File: config.mk
export PLATFORM = sky130hd
export DESIGN_NAME = dnn_scheduler
export DESIGN_NICKNAME = d
export VERILOG_FILES = /design/src/rtl/dnn_scheduler.sv
export SDC_FILE = /design/constraint.sdc
export NUM_CORES = 1
export LEC_CHECK = 0
export ABC_AREA = 0
export BUFFER_PORTS_ARGS = -buffer_cell sky130_fd_sc_hd__buf_2
export CORE_MARGIN = 3
export CORE_UTILIZATION = 47
export CTS_CLUSTER_DIAMETER = 200
export DETAILED_ROUTE_END_ITERATION = 10
export PLACE_DENSITY = 0.84
export SLEW_MARGIN = 10
export SYNTH_ARGS = -nofsm -noshare
export SYNTH_HDL_FRONTEND = slang
export SYNTH_SLANG_ARGS = --single-unit
export TNS_END_PERCENT = 10
File: constraint.sdc
create_clock -name clk -period 2.6 [get_ports clk]
set_input_delay 0.52 -clock clk [delete_from_list [all_inputs] [get_ports clk]]
set_output_delay 0.52 -clock clk [all_outputs]
set_load 0.05 [all_outputs]
File: src/rtl/dnn_scheduler.sv
// Sequencing controller for DNN MAC jobs: stalls the CPU, streams operands into the MAC, writes back the result.
// Optional abort input is enabled by defining DNN_SCHED_ABORT_EN.
module dnn_scheduler #(
  parameter int ADDR_W = 10,
  parameter int DATA_W = 32
) (
  input  logic              clk,
  input  logic              rst_n,
  input  logic              inst_valid,
  input  logic [31:0]       instruction_to_dnn,
  input  logic [DATA_W-1:0] mac_acc,
  output logic              cpu_stall,
  output logic [1:0]        DnnSel,
  output logic              busy,
  output logic              mem_rd,
  output logic [ADDR_W-1:0] mem_addr,
  output logic              mac_clr,
  output logic              mac_en,
  output logic              wb_en,
  output logic [4:0]        wb_rd,
  output logic [DATA_W-1:0] wb_data
`ifdef DNN_SCHED_ABORT_EN
  ,
  input  logic              abort
`endif
);

  typedef enum logic [2:0] {S_IDLE, S_LOAD, S_FETCH, S_DRAIN, S_WB} state_t;

  state_t              r_state;
  logic [4:0]          r_rd;
  logic [7:0]          r_len;
  logic [7:0]          r_cnt;
  logic [ADDR_W-1:0]   r_base;
  logic                r_relu;
  logic [1:0]          r_dnn_sel;
  logic                r_mem_rd;
  logic [ADDR_W-1:0]   r_mem_addr;
  logic                r_mac_clr;
  logic                r_mac_en;
  logic                r_wb_en;

  logic                w_op_ok;
  logic                w_accept;
  logic                w_running;
  logic                w_abort;
  logic                w_unused_bits;

  // Negative accumulator values clamp to zero in dense+ReLU mode.
  function automatic logic [DATA_W-1:0] relu_sel(input logic relu, input logic [DATA_W-1:0] acc);
    relu_sel = (relu && acc[DATA_W-1]) ? {DATA_W{1'b0}} : acc;
  endfunction

  assign w_op_ok       = (instruction_to_dnn[1:0] == 2'b01) || (instruction_to_dnn[1:0] == 2'b10);
  assign w_accept      = rst_n && (r_state == S_IDLE) && inst_valid && w_op_ok;
  assign w_running     = (r_state == S_LOAD) || (r_state == S_FETCH) || (r_state == S_DRAIN);
  assign w_unused_bits = ^instruction_to_dnn[6:2];

`ifdef DNN_SCHED_ABORT_EN
  assign w_abort = abort && w_running;
`else
  assign w_abort = 1'b0;
`endif

  assign cpu_stall = w_accept || (w_running && !w_abort);
  assign busy      = (r_state != S_IDLE);
  assign DnnSel    = r_dnn_sel;
  assign mem_rd    = r_mem_rd && !w_abort;
  assign mem_addr  = r_mem_addr;
  assign mac_clr   = r_mac_clr && !w_abort;
  assign mac_en    = r_mac_en && !w_abort;
  assign wb_en     = r_wb_en;
  assign wb_rd     = r_wb_en ? r_rd : 5'd0;
  // The accumulator only holds the final sum during the WB cycle itself, so the result is taken live.
  assign wb_data   = r_wb_en ? relu_sel(r_relu, mac_acc) : {DATA_W{1'b0}};

  // Job sequencing FSM with registered datapath controls.
  always_ff @(posedge clk or negedge rst_n) begin
    if (!rst_n) begin
      r_state    <= S_IDLE;
      r_rd       <= 5'd0;
      r_len      <= 8'd0;
      r_cnt      <= 8'd0;
      r_base     <= {ADDR_W{1'b0}};
      r_relu     <= 1'b0;
      r_dnn_sel  <= 2'd0;
      r_mem_rd   <= 1'b0;
      r_mem_addr <= {ADDR_W{1'b0}};
      r_mac_clr  <= 1'b0;
      r_mac_en   <= 1'b0;
      r_wb_en    <= 1'b0;
    end else begin
      r_mac_en <= r_mem_rd && !w_abort;
      case (r_state)
        S_IDLE: begin
          if (w_accept) begin
            r_rd      <= instruction_to_dnn[11:7];
            r_len     <= instruction_to_dnn[19:12];
            r_base    <= ADDR_W'(instruction_to_dnn[31:20]);
            r_relu    <= (instruction_to_dnn[1:0] == 2'b10);
            r_dnn_sel <= instruction_to_dnn[1:0];
            r_mac_clr <= 1'b1;
            r_state   <= S_LOAD;
          end else begin
            r_state <= S_IDLE;
          end
        end
        S_LOAD: begin
          r_mac_clr <= 1'b0;
          r_cnt     <= 8'd0;
          if (w_abort) begin
            r_state <= S_IDLE;
          end else if (r_len != 8'd0) begin
            r_mem_rd   <= 1'b1;
            r_mem_addr <= r_base;
            r_state    <= S_FETCH;
          end else begin
            r_wb_en <= 1'b1;
            r_state <= S_WB;
          end
        end
        S_FETCH: begin
          if (w_abort) begin
            r_mem_rd   <= 1'b0;
            r_mem_addr <= {ADDR_W{1'b0}};
            r_state    <= S_IDLE;
          end else if (r_cnt == (r_len - 8'd1)) begin
            r_mem_rd   <= 1'b0;
            r_mem_addr <= {ADDR_W{1'b0}};
            r_state    <= S_DRAIN;
          end else begin
            r_cnt      <= r_cnt + 8'd1;
            r_mem_addr <= r_mem_addr + ADDR_W'(1'b1);
          end
        end
        S_DRAIN: begin
          if (w_abort) begin
            r_state <= S_IDLE;
          end else begin
            r_wb_en <= 1'b1;
            r_state <= S_WB;
          end
        end
        S_WB: begin
          r_wb_en <= 1'b0;
          r_state <= S_IDLE;
        end
        default: begin
          r_mem_rd  <= 1'b0;
          r_mac_clr <= 1'b0;
          r_wb_en   <= 1'b0;
          r_state   <= S_IDLE;
        end
      endcase
    end
  end

endmodule

-- Word-level counts from Yosys, hierarchy flattened
Cells that the tools add are included.
- bitwise logic cells: 3
- reductions and logical operators: 21
- $add $sub $neg: 3
- muxes and demuxes: 19
- equality and inequality tests: 12
- operators by type and width (cell ; count):
    $mux 32 ; 2
    $mux 10 ; 2
    $pmux 10 s2 ; 1
    $pmux 8 s2 ; 1
    $pmux 3 s4 ; 1
    $add 10x1->10 const B ; 1
    $reduce_and 2->1 ; 5
    $add 8x1->8 const B ; 1
    $eq 8x8->1 ; 1
    $mux 8 ; 1
    $reduce_bool 8->1 ; 1
    $sub 8x1->8 const B ; 1
    $eq 3x2->1 const B ; 2
    $mux 3 ; 2
    $ne 2x2->1 const B ; 3
    $pmux 1 s3 ; 2
    $reduce_or 3->1 ; 2
    $mux 1 ; 5
    $mux 5 ; 1
    $logic_and 1x1->1 ; 4
    $logic_or 1x1->1 ; 4
    $ne 2x1->1 const B ; 2
    $eq 3x1->1 const B ; 1
    $eq 3x3->1 const B ; 1
    other kinds (9) ; 11
- output and inout bits: 55
- flip-flop bits (word level): 51
- input port bits: 67

-- Depth between registers and ports, before layout
Gate-level depths: netlist (run 1).
- depth in word-level cells: 6
- depth in mapped cells: 9
- mapped depth without buffers: 8

-- Worst setup path before layout (run 1)
Ideal clock, no wire load.
- path type: register -> output
- start point: register r_state[0]
- end point: output cpu_stall
- required time: 2.080 ns
- stages on the path, launching flop included: 6
- setup slack: -0.129 ns
- path buffers: 1
- arrival time: 2.209 ns
- cells stage by stage: dfrtp_1 nor2_1 nand2_1 nor3_1 clkbuf_1 o21bai_1
- cells in the longest elaborated chain, start to end: 5
- elaborated cells between the ends (all ways): 10
- those cells by class: 3 x eq/ne; 7 x reduce/logical
- ends and longest elaborated chain (element ; RTL line ; source):
    start: declaration ; 30 ; state_t r_state;
    start signal: assignment ; 80 ; r_state <= S_IDLE;
    start signal: assignment ; 103 ; r_state <= S_LOAD;
    start signal: assignment ; 105 ; r_state <= S_IDLE;
    $logic_not 3->1 ; 55 ; assign w_accept = rst_n && (r_state == S_IDLE) && inst_valid && w_op_ok;
    $logic_and 1x1->1 (3 in series) ; 55 ;
    $logic_or 1x1->1 * ; 65 ; assign cpu_stall = w_accept || (w_running && !w_abort);
    end: declaration ; 12 ; output logic cpu_stall,
Mark *: on every way between the ends. The rest lies on a longest branch, timed or not.

-- Worst setup path after layout (run 1)
- start point: register r_len[0]
- end point: register r_mem_addr[7], in the netlist mem_addr[7]
- cells in the longest elaborated chain, start to end: 4
- elaborated cells between the ends (all ways): 7
- those cells by class: 1 x add/sub; 2 x eq/ne; 2 x mux; 2 x reduce/logical
- ends and longest elaborated chain (element ; RTL line ; source):
    start: declaration ; 32 ; logic [7:0] r_len;
    start signal: assignment ; 98 ; r_len <= instruction_to_dnn[19:12];
    $sub 8x1->8 ; 127 ; end else if (r_cnt == (r_len - 8'd1)) begin
    $eq 8x8->1 ; 127 ;
    $mux 10 ; 127 ;
    $pmux 10 s2 ; 94 ; case (r_state)
    end signal: assignment ; 125 ; r_mem_addr <= {ADDR_W{1'b0}};
    end signal: assignment ; 129 ; r_mem_addr <= {ADDR_W{1'b0}};
    end signal: assignment ; 133 ; r_mem_addr <= r_mem_addr + ADDR_W'(1'b1);
    end: declaration ; 38 ; logic [ADDR_W-1:0] r_mem_addr;
Several ways; a longest one is shown, not always the timed one.
A chain may end at the register's enable or synchronous reset.

==> flow_summary.ini, run 1 <==
[synth]
synth_cells = 258
syn-cell-area_um2 = 2770
yosys.area_share.simple = 0.211
yosysWarnings = 0
synth_top_family_by_area = simple AND/OR/NAND/NOR gates
post_synth_main_area_contributors = sky130_fd_sc_hd__dfrtp_1, sky130_fd_sc_hd__mux2_2, sky130_fd_sc_hd__and2_1
yosys-top-cells-count = sky130_fd_sc_hd__dfrtp_1, sky130_fd_sc_hd__and2_1, sky130_fd_sc_hd__mux2_2
sequential_cell_area_fraction_in_the_yosys_report = 0.461
postSynth.asyncResetShare = 1.00
main_flop_type_after_synthesis = sky130_fd_sc_hd__dfrtp_1
synth_xor_area_frac = 0.0380
synth_compound_gate_area_share = 0.119
synth_area_per_cell_um2 = 10.7
synth.mux.area_fraction = 0.119
yosys.area.top_type_share = 0.461
synth.distinct_cells = 44
yosys.area_share.adder = 0.0226
postSynthNetCount = 330
yosysMostFrequentCell = sky130_fd_sc_hd__dfrtp_1
synth.ff_latch_count = 51
synthDominantAreaCellType = sky130_fd_sc_hd__dfrtp_1
number_of_flops_mapped_to_enable_cells_by_yosys = 0

[global_routing]
grt_start_max_net_pins = 52
grt_pass1_vias = 2246
grt_pass1_wl_um = 9880
grt_use_total = 0.186
initial_antenna_violation_count = 0
gr-total-overflow = 0

[pwr]
total_leakage_power_nw = 1.80
power.share.sequential = 0.315
ir_worst_vdd_mv = 0.699
totalPowerFinal_mw = 4.70
power.combinational.fraction = 0.592
clkPwrFrac = 0.093
power-per-cell-area_nw_per_um2 = 1340
sw_frac_of_total = 0.526
cell_internal_pwr_mw = 2.23
p_sw_mw = 2.47

[die]
placementRows = 27
chipWidth_um = 82.7
initial_core_utilization = 0.494
fp.dieArea_um2 = 6850
fp.coreArea_um2 = 5610
pin_count = 122
die_y_um = 82.7

[worst_setup_path]
worstPathRequired_ps = 2790
crit_path_start_kind = flop
timing.critical_path.to_type = flop
critical_path.max_fanout = 26
worst-endpoint-arrival_ps = 2610
criticalPathCategory = flop to flop
cp-startpoint = r_len[0]
worstReg2RegStart = r_len[0]

[placed_design]
placement.io_buffers = 114
dpl-instance-area_um2 = 3430
post-dp-hpwl_um = 4990
routabilityCongestion = 0.844
place_ws_ps = 131
placed_cells = 436

[timing]
relSlewSlack = 0.296
report.final.setup_viol = 0
rsz0062_at_grt = false
period_share = 0.933
setup_total_negative_slack_ps = 0
maxSlewViolCount = 0
fmaxAchievable_ghz = 0.412
hold-worst-slack_ps = 363
worstMarginPinSlew_ps = 1050
finalWorstPathRequiredPeriod_ps = 2430
timing_hold_violations_final = 0
finClkSkew_ps = 5.03
postLayoutSetupSlackWorst_ps = 174

[route]
average_via_count_per_standard_cell = 5.38
wirelength_um = 6530
drt.antenna.violating_nets = 0
avgRoutedWirePerCell_um = 14.7
detail_route.first_pass.iterations = 4
drt_first_iter_violations = 59
route.vias.total = 2387
drc = 0

[cts]
clock_sink_count = 51
clk_pin_slew_ps = 90
clock_tree.root_cell = sky130_fd_sc_hd__clkbuf_8
ctsLongestPathBuffers = 2
tritoncts = built
clock_insertion_delay_worst_skew_ps = 300
cts.repair_timing.setup_buffer_count = 0
clock_tree.htree_level_count = 2
cts_buffers = 5

[layout]
share_of_post_route_cells_with_drive_strength_above_1 = 0.422
final_nets = 443
final_area_um2 = 3520
final_cell_count_no_fill = 444
antenna_cells_inserted = 0
area_delta_synth_final_pct = 27.1
final_core_utilization = 0.627
num-fill-cells = 475

[hold_path]
holdCritPathClass = input port to async pin

[run_status]
outcome = finished clean

[job]
max-cap-violations = 0
==> worst max-delay path, stage by stage, from the launching register on <==
cell	delay, ps
sky130_fd_sc_hd__dfrtp_1	430
sky130_fd_sc_hd__inv_1	90
sky130_fd_sc_hd__ha_1	270
sky130_fd_sc_hd__o21ba_1	200
sky130_fd_sc_hd__a221oi_2	260
sky130_fd_sc_hd__a41oi_1	110
sky130_fd_sc_hd__nor4_4	320
sky130_fd_sc_hd__buf_12	210
sky130_fd_sc_hd__o31ai_1	90
sky130_fd_sc_hd__a221o_1	320
==> area by class of cell <==
class / instances / area, µm² / area share
multi-input combinational: 189 / 1430 / 0.407
sequential: 51 / 1280 / 0.363
timing repair buffer: 119 / 621 / 0.176
tap: 72 / 90.1 / 0.0256
clock buffer: 7 / 76.3 / 0.0217
inverter: 5 / 18.8 / 0.00534
clock inverter: 1 / 5.00 / 0.00142
==> repair_timing <==
action,CTS,global route
endpoints found under the setup margin,0,6
hold buffers,0,0
gates resized for setup,0,2
==> power by group through the flow <==
stage               clock, mW  sequential (mW)  combinational (mW)
finish                  0.439             1.48                2.78
global route            0.480             1.53                2.99
CTS                     0.452             1.47                2.80
detailed placement          0             1.48                2.80
global placement            0             1.46                2.73
floorplan                   0             1.74                1.87
==> registers in the layout, indices dropped and copies added (netlist names) <==
| register | count |
|---|---|
| DnnSel | 2 |
| wb_en | 1 |
| r_state | 3 |
| r_base | 10 |
| mac_clr | 1 |
| r_len | 8 |
| mem_addr | 10 |
| r_relu | 1 |
| r_rd | 5 |
| r_cnt | 8 |
| mac_en | 1 |
| mem_rd | 1 |
==> routing by layer <==
layer	GRT usage	vias to the layer above	wire length (µm)
met4	0.0556	0	70
li1	-	1146	-
met2	0.340	87	3350
met3	0.0271	7	475
met5	0	-	0
met1	0.227	1147	2640
==> final timing paths <==
check / end / cells after the start / slack [ps]
max in group asynchronous: mem_addr[9] / 2 / 1820
setup / recovery: mem_addr[7] / 9 / 170
hold / removal: mem_addr[1] / 2 / 360
hold reg to reg: mac_en / 0 / 420
min in group clk: r_len[0] / 3 / 420
setup reg to reg: mem_addr[7] / 9 / 170
==> logic make-up after synthesis <==
| kind of cell | after synthesis |
|---|---|
| mux | 30 |
| flops | 51 |
| buf+inv | 18 |
| simple gates | 100 |
| fa+ha+maj | 5 |
| compound gates | 42 |
| xor+xnor | 12 |
==> cell usage in the layout, fill, tap and decap left out, types with 6 or more instances in the layout <==
cell type	netlist	routed
sky130_fd_sc_hd__and2_1	39	39
sky130_fd_sc_hd__buf_2	2	114
sky130_fd_sc_hd__and3_1	8	8
sky130_fd_sc_hd__nor3_1	7	6
sky130_fd_sc_hd__o31ai_1	11	11
sky130_fd_sc_hd__xor2_1	8	8
sky130_fd_sc_hd__nor2_1	8	8
sky130_fd_sc_hd__mux2i_1	6	6
sky130_fd_sc_hd__nand2_1	18	17
sky130_fd_sc_hd__a221o_1	7	7
sky130_fd_sc_hd__mux2_2	24	24
sky130_fd_sc_hd__dfrtp_1	51	51
Power figures use the tool's default switching activity.
==> inputs of run 2 (changes only) <==
- CAP_MARGIN: unset -> 20
- CORE_MARGIN: 3 -> unset
- SLEW_MARGIN: 10 -> 20
==> run 2 against run 1 <==
Flip-flop and latch count stayed put. Critical path type unchanged. Largest cell class unchanged. Global-route usage is 3.4 points higher. Cell area is 0.28% higher. Worst hold slack better by 3.2 ps. Cell count is 0.23% higher.
==> flow_summary.ini, run 2 (synthesis results as in run 1) <==
[run_status]
outcome = finished clean

[route]
dr_wl_met3_um = 355
drt_first_iter_violations = 98
detailroute.wirelength.met2_um = 3430
wirelength_um = 6620
route.layer.met1.wl_um = 2780
topRoutingLayerUsed = met4
drc = 0
route.vias.total = 2361
average_via_count_per_standard_cell = 5.31
avgRoutedWirePerCell_um = 14.9
drt.antenna.violating_nets = 0
detail_route.first_pass.iterations = 4

[worst_setup_path]
timing.critical_path.cells = inv_1, ha_1, o21ba_1, a221oi_2, a41oi_1, nor4_4, buf_12, o31ai_1, a221o_1
rr_worst_depth = 9
worstPathRequired_ps = 2790
criticalPathCategory = flop to flop
timing.critical_path.to_type = flop
worst_reg2reg_path_endpoint = mem_addr[2]
critical_path.max_fanout = 26
crit_slowest_cell = sky130_fd_sc_hd__dfrtp_1
crit_path_start_kind = flop
worst-endpoint-arrival_ps = 2620
cp_slowest_stage_delay_ps = 410
worstReg2RegStart = r_len[0]
timing.reg2reg.setup_slack_ps = 170

[cts]
cts_buffers = 5
cts_hold_buffers = 0
clock_insertion_delay_worst_skew_ps = 300
clk_pin_slew_ps = 90
clock_sink_count = 51
clock_tree.root_cell = sky130_fd_sc_hd__clkbuf_8
clock_tree.htree_level_count = 2
ctsLongestPathBuffers = 2
tritoncts = built

[placed_design]
post-dp-hpwl_um = 4980
placement.io_buffers = 114
dpl-instance-area_um2 = 3430
placed_cells = 437
routabilityCongestion = 0.784

[pwr]
totalPowerFinal_mw = 4.75
ir_worst_vdd_mv = 0.733
total_leakage_power_nw = 1.81
power-per-cell-area_nw_per_um2 = 1350

[global_routing]
gr-total-overflow = 0
grt_pass1_wl_um = 10800
grt_start_max_net_pins = 52
initial_antenna_violation_count = 0
grt_use_total = 0.220
grt_pass1_vias = 2293

[die]
fp.dieArea_um2 = 6200
die_y_um = 78.7
placementRows = 27
chipWidth_um = 78.7
pin_count = 122
fp.coreArea_um2 = 5570
initial_core_utilization = 0.497

[layout]
final_nets = 444
final_area_um2 = 3530
share_of_post_route_cells_with_drive_strength_above_1 = 0.424
seq_area_um2 = 1280
final_cell_count_no_fill = 445
antenna_cells_inserted = 0
multi_input_comb_area_um2 = 1420
num-fill-cells = 472
area_delta_synth_final_pct = 27.4
most_common_cell_after_layout_fill_and_taps_aside = sky130_fd_sc_hd__buf_2
most-common-layout-cells = sky130_fd_sc_hd__buf_2, sky130_fd_sc_hd__dfrtp_1, sky130_fd_sc_hd__and2_1

[timing]
finalWorstPathRequiredPeriod_ps = 2430
hold-worst-slack_ps = 366
fmaxAchievable_ghz = 0.411
relSlewSlack = 0.306
worstMarginPinSlew_ps = 1030
report.final.setup_viol = 0
setup_total_negative_slack_ps = 0
finClkSkew_ps = 11.4
period_share = 0.935
timing_hold_violations_final = 0
rsz0062_at_grt = false
maxSlewViolCount = 0

[hold_path]
holdCritPathClass = input port to async pin

[job]
max-cap-violations = 0
run 2: power by group:
| group | internal, mW | switching [mW] |
|---|---|---|
| Combinational | 0.914 | 1.90 |
| Clock | 0.194 | 0.262 |
| Sequential | 1.14 | 0.337 |
run 2: repair_timing:
item,4_1_cts,5_1_grt
setup endpoints to repair,0,1
hold endpoints to repair,0,0
buffers inserted,0,0
gates resized for setup,0,1
run 2: per-layer routing:
| metal | vias up | GRT usage |
|---|---|---|
| met5 | - | 0 |
| met4 | 0 | 0.0611 |
| met3 | 6 | 0.0483 |
| met2 | 73 | 0.374 |
| met1 | 1128 | 0.282 |
| li1 | 1154 | - |
run 2: worst max-delay path, delay by kind of cell, from the launching register on:
kind	cells	cell delay (ps)
fa+ha+maj	1	270
compound gates	5	980
flops	1	410
buf+inv	2	310
simple gates	1	340
run 2: worst max path at each step:
stage                    start     endpoint  slack (ps)  cells after the start
floorplan           r_state[0]    cpu_stall         130                      5
global placement      r_len[0]  mem_addr[9]         220                      9
detailed placement    r_len[0]  mem_addr[9]         160                      9
CTS                   r_len[0]  mem_addr[9]         140                      9
global route          r_len[2]     r_cnt[7]          50                      7
finish                r_len[0]  mem_addr[2]         170                      9
run 2: layout make-up:
cell class	instances	share of cell area
sequential	51	0.362
inverter	5	0.00532
clock buffer	6	0.0206
timing repair buffer	120	0.178
tap	72	0.0255
clock inverter	2	0.00497
multi-input combinational	189	0.404
run 2: through the flow:
stage	utilization	setup slack (ps)
floorplan	-	128
global placement	0.616	216
detailed placement	0.616	163
CTS	0.632	137
global route	0.633	47.2
finish	0.633	168
